### config.mk
export PLATFORM = sky130hd
export DESIGN_NAME = fetch_stage
export DESIGN_NICKNAME = d
export VERILOG_FILES = /design/src/rtl/fetch_stage.sv
export SDC_FILE = /design/constraint.sdc
export NUM_CORES = 1
export LEC_CHECK = 0
export ABC_AREA = 1
export CAP_MARGIN = 20
export CORE_MARGIN = 2
export CORE_UTILIZATION = 46
export DETAILED_ROUTE_END_ITERATION = 6
export PLACE_DENSITY = 0.85
export SLEW_MARGIN = 10
export SYNTH_ARGS = -nofsm -noshare
export SYNTH_HDL_FRONTEND = slang
export SYNTH_SLANG_ARGS = --single-unit
### constraint.sdc
create_clock -name clk -period 2.2 [get_ports clk]
set_input_delay 0.22 -clock clk [delete_from_list [all_inputs] [get_ports clk]]
set_output_delay 0.22 -clock clk [all_outputs]
set_load 0.02 [all_outputs]
### src/rtl/fetch_stage.sv
// Instruction-fetch stage: PC, instruction-memory addressing, IF/ID register, HALT stop state.
// Optional FETCH_PERF_EN adds perf_fetched / perf_stalls counters.
module fetch_stage #(
    parameter int                 ADDR_W    = 8,
    parameter int                 DATA_W    = 32,
    parameter logic [ADDR_W-1:0]  RESET_PC  = '0,
    parameter logic [DATA_W-1:0]  NOP_WORD  = 32'h0000_0000,
    parameter logic [DATA_W-1:0]  HALT_WORD = 32'hFFFF_FFFF
) (
    input  logic              clk,
    input  logic              rst_n,
    output logic [ADDR_W-1:0] imem_addr,
    input  logic [DATA_W-1:0] imem_rd,
    input  logic              stall,
    input  logic              flush,
    input  logic              redirect_valid,
    input  logic [ADDR_W-1:0] redirect_addr,
    output logic [DATA_W-1:0] if_id_instr,
    output logic [ADDR_W-1:0] if_id_pc,
    output logic [ADDR_W-1:0] if_id_pc_next,
    output logic              if_id_valid,
    output logic              halted
`ifdef FETCH_PERF_EN
    ,
    output logic [31:0]       perf_fetched,
    output logic [31:0]       perf_stalls
`endif
);

    typedef enum logic {S_RUN, S_HALTED} state_t;

    state_t            r_state;
    logic [ADDR_W-1:0] r_pc;
    logic [DATA_W-1:0] r_instr;
    logic [ADDR_W-1:0] r_if_pc;
    logic [ADDR_W-1:0] r_if_pc_next;
    logic              r_valid;
    logic              r_halted;

    logic [ADDR_W-1:0] w_pc_inc;
    logic              w_is_halt;
    logic              w_capture;

    assign w_pc_inc  = r_pc + {{(ADDR_W-1){1'b0}}, 1'b1};
    assign w_is_halt = (imem_rd == HALT_WORD);
    // The only edge that loads a real instruction into IF/ID.
    assign w_capture = (r_state == S_RUN) && !redirect_valid && !flush && !stall;

    always_ff @(posedge clk) begin
        if (!rst_n) begin
            r_state      <= S_RUN;
            r_pc         <= RESET_PC;
            r_instr      <= NOP_WORD;
            r_if_pc      <= '0;
            r_if_pc_next <= '0;
            r_valid      <= 1'b0;
            r_halted     <= 1'b0;
        end else begin
            case (r_state)
                S_RUN: begin
                    if (redirect_valid) begin
                        r_pc    <= redirect_addr;
                        r_instr <= NOP_WORD;
                        r_valid <= 1'b0;
                    end else if (flush) begin
                        r_instr <= NOP_WORD;
                        r_valid <= 1'b0;
                        if (!stall) r_pc <= w_pc_inc;
                    end else if (!stall) begin
                        r_instr      <= imem_rd;
                        r_if_pc      <= r_pc;
                        r_if_pc_next <= w_pc_inc;
                        r_valid      <= 1'b1;
                        // HALT freezes the PC on the halt word's own address.
                        if (w_is_halt) begin
                            r_state  <= S_HALTED;
                            r_halted <= 1'b1;
                        end else begin
                            r_pc <= w_pc_inc;
                        end
                    end
                end
                S_HALTED: begin
                    if (redirect_valid) begin
                        r_pc     <= redirect_addr;
                        r_instr  <= NOP_WORD;
                        r_valid  <= 1'b0;
                        r_state  <= S_RUN;
                        r_halted <= 1'b0;
                    end else if (!stall) begin
                        r_instr <= NOP_WORD;
                        r_valid <= 1'b0;
                    end
                end
            endcase
        end
    end

`ifdef FETCH_PERF_EN
    logic [31:0] r_perf_fetched;
    logic [31:0] r_perf_stalls;

    always_ff @(posedge clk) begin
        if (!rst_n) begin
            r_perf_fetched <= '0;
            r_perf_stalls  <= '0;
        end else begin
            if (w_capture)                r_perf_fetched <= r_perf_fetched + 32'd1;
            if (stall && !redirect_valid) r_perf_stalls  <= r_perf_stalls + 32'd1;
        end
    end

    assign perf_fetched = r_perf_fetched;
    assign perf_stalls  = r_perf_stalls;
`endif

    assign imem_addr     = r_pc;
    assign if_id_instr   = r_instr;
    assign if_id_pc      = r_if_pc;
    assign if_id_pc_next = r_if_pc_next;
    assign if_id_valid   = r_valid;
    assign halted        = r_halted;

endmodule

Word-level counts from Yosys, hierarchy flattened
Index checks and enable logic that the tools add are counted.

storage, ports and cells
  register bits after elaboration = 59
  input bits = 45
  output and inout port bits = 58
  logic and storage cells = 57

operators by class
  add/subtract/negate cells = 1
  eq/ne operators = 10
  muxes and demuxes = 31
  bitwise logic cells = 4
  reduce and logical (&&, ||, !) cells = 4

operators with widths
  cell                                          number
  two-way mux 32 bit                            5
  one-hot mux 32 bit (2 select lines)           1
  two-way mux 8 bit                             6
  equality test 32 bit (second input constant)  1
  one-hot mux 8 bit (2 select lines)            1
  two-way mux 1 bit                             15
  != test 2 bit (second input constant)         5
  adder 8 x 1 -> 8 bit (second input constant)  1
  != test 4 bit (second input constant)         2
  != test 3 bit (second input constant)         2
  one-hot mux 1 bit (2 select lines)            3
  AND reduction 5 bit                           1
  NOT 1 bit                                     4
  AND reduction 4 bit                           1
  AND reduction 3 bit                           1
  AND reduction 2 bit                           1

Logic depth before layout (Yosys ltp)
Gate-level depths: netlist of run 1.

  depth after elaboration = 6
  depth in mapped cells = 9

Least setup slack after synthesis of run 1
OpenSTA, ideal clock, no wires.

  kind = reg2reg
  from = register r_pc[0] (netlist: imem_addr[0])
  to = register r_pc[6] (netlist: imem_addr[6])
  arrival = 1.371 ns
  setup slack = 0.765 ns
  cell stages (with the launch flop) = 9
  cells stage by stage = dfxtp_1 > ha_1 > nand3_1 > nor2_1 > xor2_1 > nand2_1 > nand2_1 > nor2_1 > nor2_1

between the ends
  longest elaborated chain between the ends = 6

RTL lines
  item                                    RTL line  source
  start, declared                         33        logic [ADDR_W-1:0] r_pc;
  start signal, assigned                  62        r_pc <= redirect_addr;
  start signal, assigned                  68        if (!stall) r_pc <= w_pc_inc;
  start signal, assigned                  79        r_pc <= w_pc_inc;
  adder 8 x 1 -> 8 bit (*)                44        assign w_pc_inc = r_pc + {{(ADDR_W-1){1'b0}}, 1'b1};
  two-way mux 8 bit                       75        if (w_is_halt) begin
  two-way mux 8 bit                       69        end else if (!stall) begin
  two-way mux 8 bit (*)                   65        end else if (flush) begin
  two-way mux 8 bit (*)                   61        if (redirect_valid) begin
  one-hot mux 8 bit (2 select lines) (*)  59        case (r_state)

Every way passes the cells marked *; elsewhere a longest branch is shown, timed or not. The select of a mux whose other input is x is not followed.
A chain may end at the register's enable or synchronous reset.

Worst setup path after layout of run 1
  from = register r_pc[3] (netlist: imem_addr[3])
  to = output imem_addr[3]

RTL lines
  item           RTL line  source
  end, declared  12        output logic [ADDR_W-1:0] imem_addr,

No word-level cell between the ends.

==> results of run 1 <==
[metal layers]
layer	vias up	GRT usage [%]	wire (µm)
met4	0	9.82	128
met2	98	38.4	3270
met3	13	5.00	419
met5	-	0	0
met1	1192	29.6	3140
li1	1330	-	-
[synth_stat cells (all sizes together)]
library cell	number	share of area, %
buf	6	2.4
a21boi	1	0.30
nor2	42	6.7
mux2i	2	0.80
inv	15	2.3
a21oi	49	10
nand2	122	18
a31oi	2	0.50
o21ai	17	3.4
ha	1	0.50
nand3	13	2.6
nor3	1	0.65
xor2	3	1.0
dfxtp	59	47
nand4	2	0.50
nand3b	2	1.1
clkbuf	10	1.5
[layout by cell type (no fill, tap or decap), types with 8 or more instances in the layout]
cell and instances:
clkdlybuf4s50_1 102, inv_1 13, o21ai_0 14, nand2_1 122
clkbuf_8 12, dfxtp_1 59, buf_4 8, a21oi_1 46
nor2_1 40, nand3_1 13
[worst min-delay path: stages, from the launching register on]
cell     delay [ns]
dfxtp_1        0.31
nand2_1        0.06
a21oi_1        0.05
[power breakdown]
part	internal (µW)	leakage, µW	switching (µW)
combinational	193	0.000932	193
clock	491	0.0000953	398
sequential	1110	0.000481	32.0
total	1790	0.00151	623
[cells by family after synthesis]
| group | after synthesis |
|---|---|
| buffers and inverters | 31 |
| muxes | 2 |
| xor gates and xnor gates | 3 |
| adders and majority gates | 1 |
| DFF | 59 |
| and+or+nand+nor | 182 |
| AOI/OAI and AO/OA | 69 |
[worst paths after layout]
path,start,to,slack (ns)
max,imem_addr[3],imem_addr[3],0.51
min,if_id_instr[29],if_id_instr[29],0.46
max reg2reg,imem_addr[0],imem_addr[6],0.62
min reg2reg,if_id_instr[29],if_id_instr[29],0.46
[cell type report]
type / instances / area (µm²)
Clock buffer: 13 / 169
Tap cell: 70 / 87.6
Fill cell: 408 / 1380
Inverter: 15 / 58.8
Multi-Input combinational cell: 257 / 1170
Sequential cell: 59 / 1180
Clock inverter: 2 / 10.0
Timing Repair Buffer: 112 / 1120
[registers in the layout, summed over array words and instances (netlist names)]
register and cells:
imem_addr 8, if_id_pc_next 8, if_id_instr 32, halted 1, r_state 1, if_id_valid 1, if_id_pc 8
[stage by stage]
step	cells	cell area (µm²)	power, µW	setup WS, ns	util [%]
floorplan	347	2510	1340	0.765	-
global placement	513	3620	1540	0.305	69.9
detailed placement	513	3620	1550	0.217	69.9
CTS	528	3790	2430	0.508	73.4
global route	528	3790	2510	0.335	73.4
finish	528	3790	2410	0.508	73.4
==> results.json, run 1 <==
{
  "status": "complete, no violations",
  "syn_area_per_cell_um2": 7.22,
  "rr_worst_depth": 8,
  "firstDrtPassIters": 5,
  "path_cells": "clkdlybuf4s50_1",
  "syn-num-nets": 393,
  "powerDensity_nw_per_um2": 636,
  "rsz0062_at_grt": "false",
  "drt_iter0_drc": 156,
  "whs_path_depth": 2,
  "rows": 26,
  "track_usage_pct": 23.4,
  "antenna_cells": 0,
  "cts_tree": "built",
  "routed_wl_mm": 6.96,
  "routabilityCongestion": 0.834,
  "setup.worst_path.start_class": "flip-flop",
  "critPathSlowestCell": "clkdlybuf4s50_1",
  "synth_top_family_by_area": "simple AND/OR/NAND/NOR gates",
  "finClkSkew_ns": 0.00658,
  "cts_buffers": 9,
  "clock_path_buffers": 2,
  "drive_gt1_share_pct": 7.21,
  "area_delta_synth_final_pct": 51.4,
  "slowest_delay_ns": 0.67,
  "drc": 0,
  "hold_class": "flip-flop to flip-flop",
  "avgViaCountPerCell": 4.99,
  "synth_compound_area_share_pct": 14.4,
  "num_vias": 2633,
  "die_w_um": 77.8,
  "cts_setup_buffers": 0,
  "drv_cap": 0,
  "overflow": 0,
  "post_cts_resized": 0,
  "post_drt_wl_per_cell_um": 13.2,
  "ys_types": 25,
  "fp.dieArea_um2": 6050,
  "nets": 500,
  "portBuffers": 102,
  "holdBufCountCts": 0,
  "antenna_found_initial": 0,
  "synthMuxAreaShare_pct": 0.799,
  "initial_core_util_pct": 48.5,
  "core_um2": 5170,
  "synth_area_um2": 2510,
  "synth-seq-area-share_pct": 47.1,
  "synth-simple-area-share_pct": 29.8,
  "dp_hpwl_mm": 5.12,
  "htree_num_levels": 3,
  "grt_max_degree": 28,
  "clock_latency_ns": 0.33,
  "worst_slew_pin_slew_ns": 0.578,
  "clock.fmax_ghz": 0.591,
  "worst_path_dominant_cell_family": "buffers and inverters",
  "die_height_um": 77.8,
  "root_buffer": "clkbuf_8",
  "path_clk_slew_ns": 0.06,
  "synth_xor_xnor_area_share_pct": 1.05,
  "hold_violations": 0,
  "ioPinCount": 103,
  "postRouteAntennaNets": 0,
  "grt_pass1_vias": 2431,
  "cp_num_buf_inv": 1,
  "slew_headroom_pct": 61.4,
  "p_leak_uw": 0.00151,
  "cts_sinks": 59,
  "syn_inst": 347,
  "slew_violations": 0,
  "grt_pass1_wl_mm": 11.3,
  "endpoint_kind": "output port",
  "synth-adder-area-share_pct": 0.499,
  "worstSetupPathType": "flip-flop to output port",
  "yosys_warnings": 0,
  "synth.ff_latch_count": 59,
  "cp.depth": 1,
  "setup_viol": 0,
  "ir_worst_vdd_uv": 426,
  "crit_arrival_ns": 1.47,
  "final.setup.tns_ns": 0,
  "fin_crit_sh_pct": 76.9,
  "worst-path-max-fanout": 7,
  "hold_slack_ns": 0.462,
  "worstPathRequired_ns": 1.98,
  "period_needed_ns": 1.69
}
Power figures use the tool's default switching activity.
==> inputs of run 2 (changes only) <==
--- a/config.mk
+++ b/config.mk
@@ -8,9 +8,9 @@
 export ABC_AREA = 1
 export CAP_MARGIN = 20
 export CORE_MARGIN = 2
-export CORE_UTILIZATION = 46
+export CORE_UTILIZATION = 39
 export DETAILED_ROUTE_END_ITERATION = 6
-export PLACE_DENSITY = 0.85
+export PLACE_DENSITY = 0.77
 export SLEW_MARGIN = 10
 export SYNTH_ARGS = -nofsm -noshare
 export SYNTH_HDL_FRONTEND = slang
==> constraint.sdc (replaced) <==
create_clock -name clk -period 1.4 [get_ports clk]
set_input_delay 0.14 -clock clk [delete_from_list [all_inputs] [get_ports clk]]
set_output_delay 0.14 -clock clk [all_outputs]
set_load 0.02 [all_outputs]
==> results.json, run 2 (same netlist as run 1, synthesis figures left out) <==
{
  "swShare_pct": 26.4,
  "grt_max_degree": 29,
  "nets": 521,
  "cts_sinks": 59,
  "final_common_cell": "nand2_1",
  "cts_tree": "built",
  "p_leak_uw": 0.00190,
  "ioPinCount": 103,
  "fp.dieArea_um2": 7080,
  "grt_pass1_wl_mm": 11.7,
  "drv_cap": 0,
  "setup.worst_path.start_class": "input port",
  "root_buffer": "clkbuf_8",
  "area_delta_synth_final_pct": 58.9,
  "fin_util_pct": 63.4,
  "holdBufCountCts": 0,
  "worstSetupPathType": "input port to flip-flop",
  "clock.fmax_ghz": 0.726,
  "antenna_cells": 0,
  "hold_end": "if_id_instr[31]",
  "min_from": "imem_rd[31]",
  "ir_worst_vdd_uv": 702,
  "drive_gt1_share_pct": 14.4,
  "worst-path-max-fanout": 5,
  "crit_arrival_ns": 1.60,
  "p_sw_uw": 976,
  "drt_iter0_drc": 110,
  "slew_headroom_pct": 77.3,
  "ff_latch_area_um2": 1190,
  "multi_input_area_um2": 1210,
  "hold_class": "input port to flip-flop",
  "avgViaCountPerCell": 4.90,
  "period_needed_ns": 1.38,
  "postRouteAntennaNets": 0,
  "slew_violations": 0,
  "antenna_found_initial": 0,
  "status": "complete, no violations",
  "clock_latency_ns": 0.33,
  "r2r_start": "r_state",
  "die_height_um": 84.2,
  "final_cells": 556,
  "seqPwrFrac_pct": 48.3,
  "power_frac_comb_pct": 17.0,
  "fill_cells": 581,
  "track_usage_pct": 20.1,
  "drc": 0,
  "finClkSkew_ns": 0.00377,
  "layout_common_cells": "nand2_1, dlygate4sd2_1, dfxtp_1",
  "worst_slew_pin_slew_ns": 0.336,
  "firstDrtPassIters": 4,
  "path_clk_slew_ns": 0.06,
  "dp_slack_ns": -0.429,
  "p_int_uw": 2720,
  "powerDensity_nw_per_um2": 928,
  "power_frac_clock_pct": 34.7,
  "whs_path_depth": 3,
  "rr_worst_depth": 7,
  "portBuffers": 102,
  "rows": 29,
  "setup_viol": 0,
  "worstPathRequired_ns": 1.62,
  "clock_path_buffers": 2,
  "placedCellCount": 535,
  "initial_core_util_pct": 39.9,
  "htree_num_levels": 3,
  "core_um2": 6280,
  "finalWorstSetupSlack_ns": 0.0229,
  "dp_hpwl_mm": 5.06,
  "r2r_end": "r_state",
  "post_drt_wl_per_cell_um": 12.7,
  "largest_reg_flops": 32,
  "routabilityCongestion": 0.861,
  "cts_buffers": 9,
  "num_vias": 2725,
  "routed_wl_mm": 7.09,
  "fin_crit_sh_pct": 98.4,
  "hold_violations": 0,
  "endpoint_kind": "flip-flop",
  "grt_pass1_vias": 2647,
  "die_w_um": 84.2,
  "final.setup.tns_ns": 0,
  "overflow": 0,
  "r2r_slack_ns": 0.07
}
==> run 2: cell count changes in the layout (fill, tap and decap cells not counted), moves of 2 or more <==
| cell | change |
|---|---|
| buf_12 | +2 |
| buf_4 | +15 |
| buf_6 | +2 |
| clkbuf_8 | -2 |
| clkdlybuf4s50_1 | -60 |
| dfxtp_1 | -4 |
| dfxtp_2 | +4 |
| dlygate4sd2_1 | +57 |
| dlymetal6s2s_1 | +3 |
| nor2_1 | -9 |
| nor2_2 | +9 |
==> run 2: power groups by stage <==
stage                     clock [µW]  combinational [µW]  sequential (µW)
final                           1280                 627             1790
after global routing            1400                 686             1790
after CTS                       1320                 600             1780
after detailed placement           0                 636             1820
after global placement             0                 630             1820
after floorplan                    0                 211             1890
==> run 2: final cells by class <==
cell class	count	area share, %
Clock buffer	12	3.65
Clock inverter	3	0.377
Multi-Input combinational cell	257	30.3
Tap cell	77	2.42
Inverter	15	1.48
Timing Repair Buffer	133	32.0
Sequential cell	59	29.8
==> run 2: worst max path at each step <==
| stage | to | slack, ns | start |
|---|---|---|---|
| after floorplan | if_id_pc_next[7] | 0.03 | r_state |
| after global placement | imem_addr[7] | -0.40 | imem_rd[0] |
| after detailed placement | imem_addr[1] | -0.43 | imem_rd[0] |
| after CTS | if_id_instr[16] | 0.004 | if_id_instr[16] |
| after global routing | imem_addr[3] | -0.02 | imem_rd[28] |
| final | imem_addr[3] | 0.02 | imem_rd[28] |
==> run 2: timing repair <==
item / 4_1_cts / 5_1_grt
pin swaps: 0 / 10
gates cloned: 0 / 1
setup endpoints to repair: 65 / 24
gates resized for setup: 59 / 25
setup buffers: 0 / 5
==> run 2: metal layers <==
| layer | vias to the layer above | wire [µm] | GRT usage, % |
|---|---|---|---|
| met5 | - | 0 | 0 |
| met2 | 97 | 3440 | 34.8 |
| met4 | 0 | 133 | 7.48 |
| met1 | 1241 | 3000 | 24.2 |
| li1 | 1372 | - | - |
| met3 | 15 | 513 | 5.01 |
==> run 2: stage by stage <==
stage	power (µW)	cell area [µm²]	hold slack (ns)
after CTS	3710	3840	0.381
after global routing	3880	3980	0.107
after floorplan	2110	2510	0.283
final	3690	3980	0.115
after detailed placement	2460	3740	0.455
after global placement	2450	3740	0.451
==> run 2: worst max-delay path: stages <==
cell and delay [ns]:
clkdlybuf4s50_1 0.50, nand2_1 0.06, nor2_1 0.16, nand2_1 0.10, nor2_2 0.16, nand3_4 0.12
buf_4 0.17, a21oi_1 0.12, nor2_1 0.06
==> inputs of run 3 (changes only) <==
--- a/config.mk
+++ b/config.mk
@@ -8,9 +8,9 @@
 export ABC_AREA = 1
 export CAP_MARGIN = 20
 export CORE_MARGIN = 2
-export CORE_UTILIZATION = 39
+export CORE_UTILIZATION = 43
 export DETAILED_ROUTE_END_ITERATION = 6
-export PLACE_DENSITY = 0.77
+export PLACE_DENSITY = 0.8
 export SLEW_MARGIN = 10
 export SYNTH_ARGS = -nofsm -noshare
 export SYNTH_HDL_FRONTEND = slang
==> constraint.sdc (replaced) <==
create_clock -name clk -period 1.32 [get_ports clk]
set_input_delay 0.132 -clock clk [delete_from_list [all_inputs] [get_ports clk]]
set_output_delay 0.132 -clock clk [all_outputs]
set_load 0.02 [all_outputs]
==> results.json, run 3 (same netlist as run 1, synthesis figures left out) <==
{
  "initial_core_util_pct": 45.0,
  "worstSetupPathType": "flip-flop to flip-flop",
  "dp_slack_ns": -0.354,
  "endpoint_kind": "flip-flop",
  "multi_input_area_um2": 1280,
  "postRouteAntennaNets": 0,
  "ioPinCount": 103,
  "num_vias": 2702,
  "post_drt_wl_per_cell_um": 13.2,
  "antenna_cells": 0,
  "root_buffer": "clkbuf_8",
  "grt_pass1_vias": 2399,
  "clock_path_buffers": 2,
  "routed_wl_mm": 7.28,
  "drc": 0,
  "firstDrtPassIters": 4,
  "status": "finished with violations",
  "largest_reg_flops": 32,
  "layout_common_cells": "nand2_1, dlygate4sd2_1, dfxtp_1",
  "holdBufCountCts": 0,
  "hold_class": "input port to flip-flop",
  "hold_violations": 0,
  "worstPathRequired_ns": 1.58,
  "powerDensity_nw_per_um2": 997,
  "rsz0062_at_grt": "true",
  "htree_num_levels": 3,
  "routabilityCongestion": 0.828,
  "fin_util_pct": 73.0,
  "period_needed_ns": 1.33,
  "dp_hpwl_mm": 5.08,
  "grt_pass1_wl_mm": 10.7,
  "crit_arrival_ns": 1.58,
  "grt_max_degree": 34,
  "die_w_um": 80.3,
  "final_common_cell": "nand2_1",
  "setup_viol": 1,
  "antenna_found_initial": 0,
  "path_clk_slew_ns": 0.06,
  "p_leak_uw": 0.00203,
  "area_delta_synth_final_pct": 62.4,
  "core_um2": 5570,
  "avgViaCountPerCell": 4.90,
  "fp.dieArea_um2": 6460,
  "fin_crit_sh_pct": 101,
  "ir_worst_vdd_uv": 710,
  "nets": 521,
  "slew_violations": 0,
  "overflow": 0,
  "portBuffers": 102,
  "finClkSkew_ns": 0.00867,
  "violations": "setup timing",
  "clock_latency_ns": 0.33,
  "drive_gt1_share_pct": 17.3,
  "drt_iter0_drc": 143,
  "setup.worst_path.start_class": "flip-flop",
  "rows": 27,
  "cts_sinks": 59,
  "cts_buffers": 9,
  "die_height_um": 80.3,
  "cts_tree": "built",
  "total_power_uw": 4060,
  "clock.fmax_ghz": 0.753,
  "fill_cells": 461,
  "track_usage_pct": 21.5,
  "worst_slew_pin_slew_ns": 0.339,
  "slew_headroom_pct": 77.2,
  "worst-path-max-fanout": 13,
  "drv_cap": 0,
  "finalWorstSetupSlack_ns": -0.00784,
  "ff_latch_area_um2": 1200
}
[run 3: final timing paths]
path,cells past startpoint,end,from,slack [ns]
worst min register to register,2,if_id_instr[11],if_id_instr[11],0.46
worst max-delay path,6,if_id_pc_next[3],r_state,-0.008
worst max register to register,6,if_id_pc_next[3],r_state,-0.008
worst min-delay path,3,if_id_instr[22],imem_rd[22],0.09
[run 3: repair_timing]
action / 4_1_cts / 5_1_grt
buffers inserted: 0 / 2
resized for setup: 65 / 57
pin swaps: 1 / 22
setup endpoints to repair: 62 / 35
cloned: 0 / 1
[run 3: metal layers]
| layer | part of all wire (%) | vias to the layer above | GRT usage (%) |
|---|---|---|---|
| met5 | 0 | - | 0 |
| met1 | 42 | 1219 | 24.4 |
| met4 | 1.1 | 0 | 6.44 |
| met3 | 8.2 | 11 | 7.30 |
| met2 | 49 | 95 | 37.9 |
| li1 | - | 1377 | - |
[run 3: power by group]
group / switching (µW) / total (µW) / internal (µW)
Combinational: 352 / 671 / 319
Clock: 663 / 1480 / 819
Sequential: 55.7 / 1900 / 1850
[run 3: cell type report]
class	count	share of cell area [%]
Multi-Input combinational cell	257	31.4
Clock buffer	13	4.15
Timing Repair Buffer	133	31.0
Sequential cell	59	29.5
Tap cell	72	2.21
Clock inverter	2	0.246
Inverter	15	1.44
[run 3: critical path, stage by stage, from the launching register on]
cell and delay (ns):
dfxtp_2 0.34, nor2_4 0.12, inv_4 0.07, nor3_4 0.22, buf_4 0.25, o21ai_1 0.10, a31oi_1 0.15
[run 3: stage by stage]
stage,hold WS (ns),cell area (µm²),std cells,TNS (ns)
floorplan,0.275,2510,347,-0.206
global placement,0.448,3740,533,-12.26
detailed placement,0.454,3740,533,-13.50
CTS,0.374,3880,548,0
global route,0.0803,4070,551,-1.42
finish,0.0895,4070,551,-0.00784
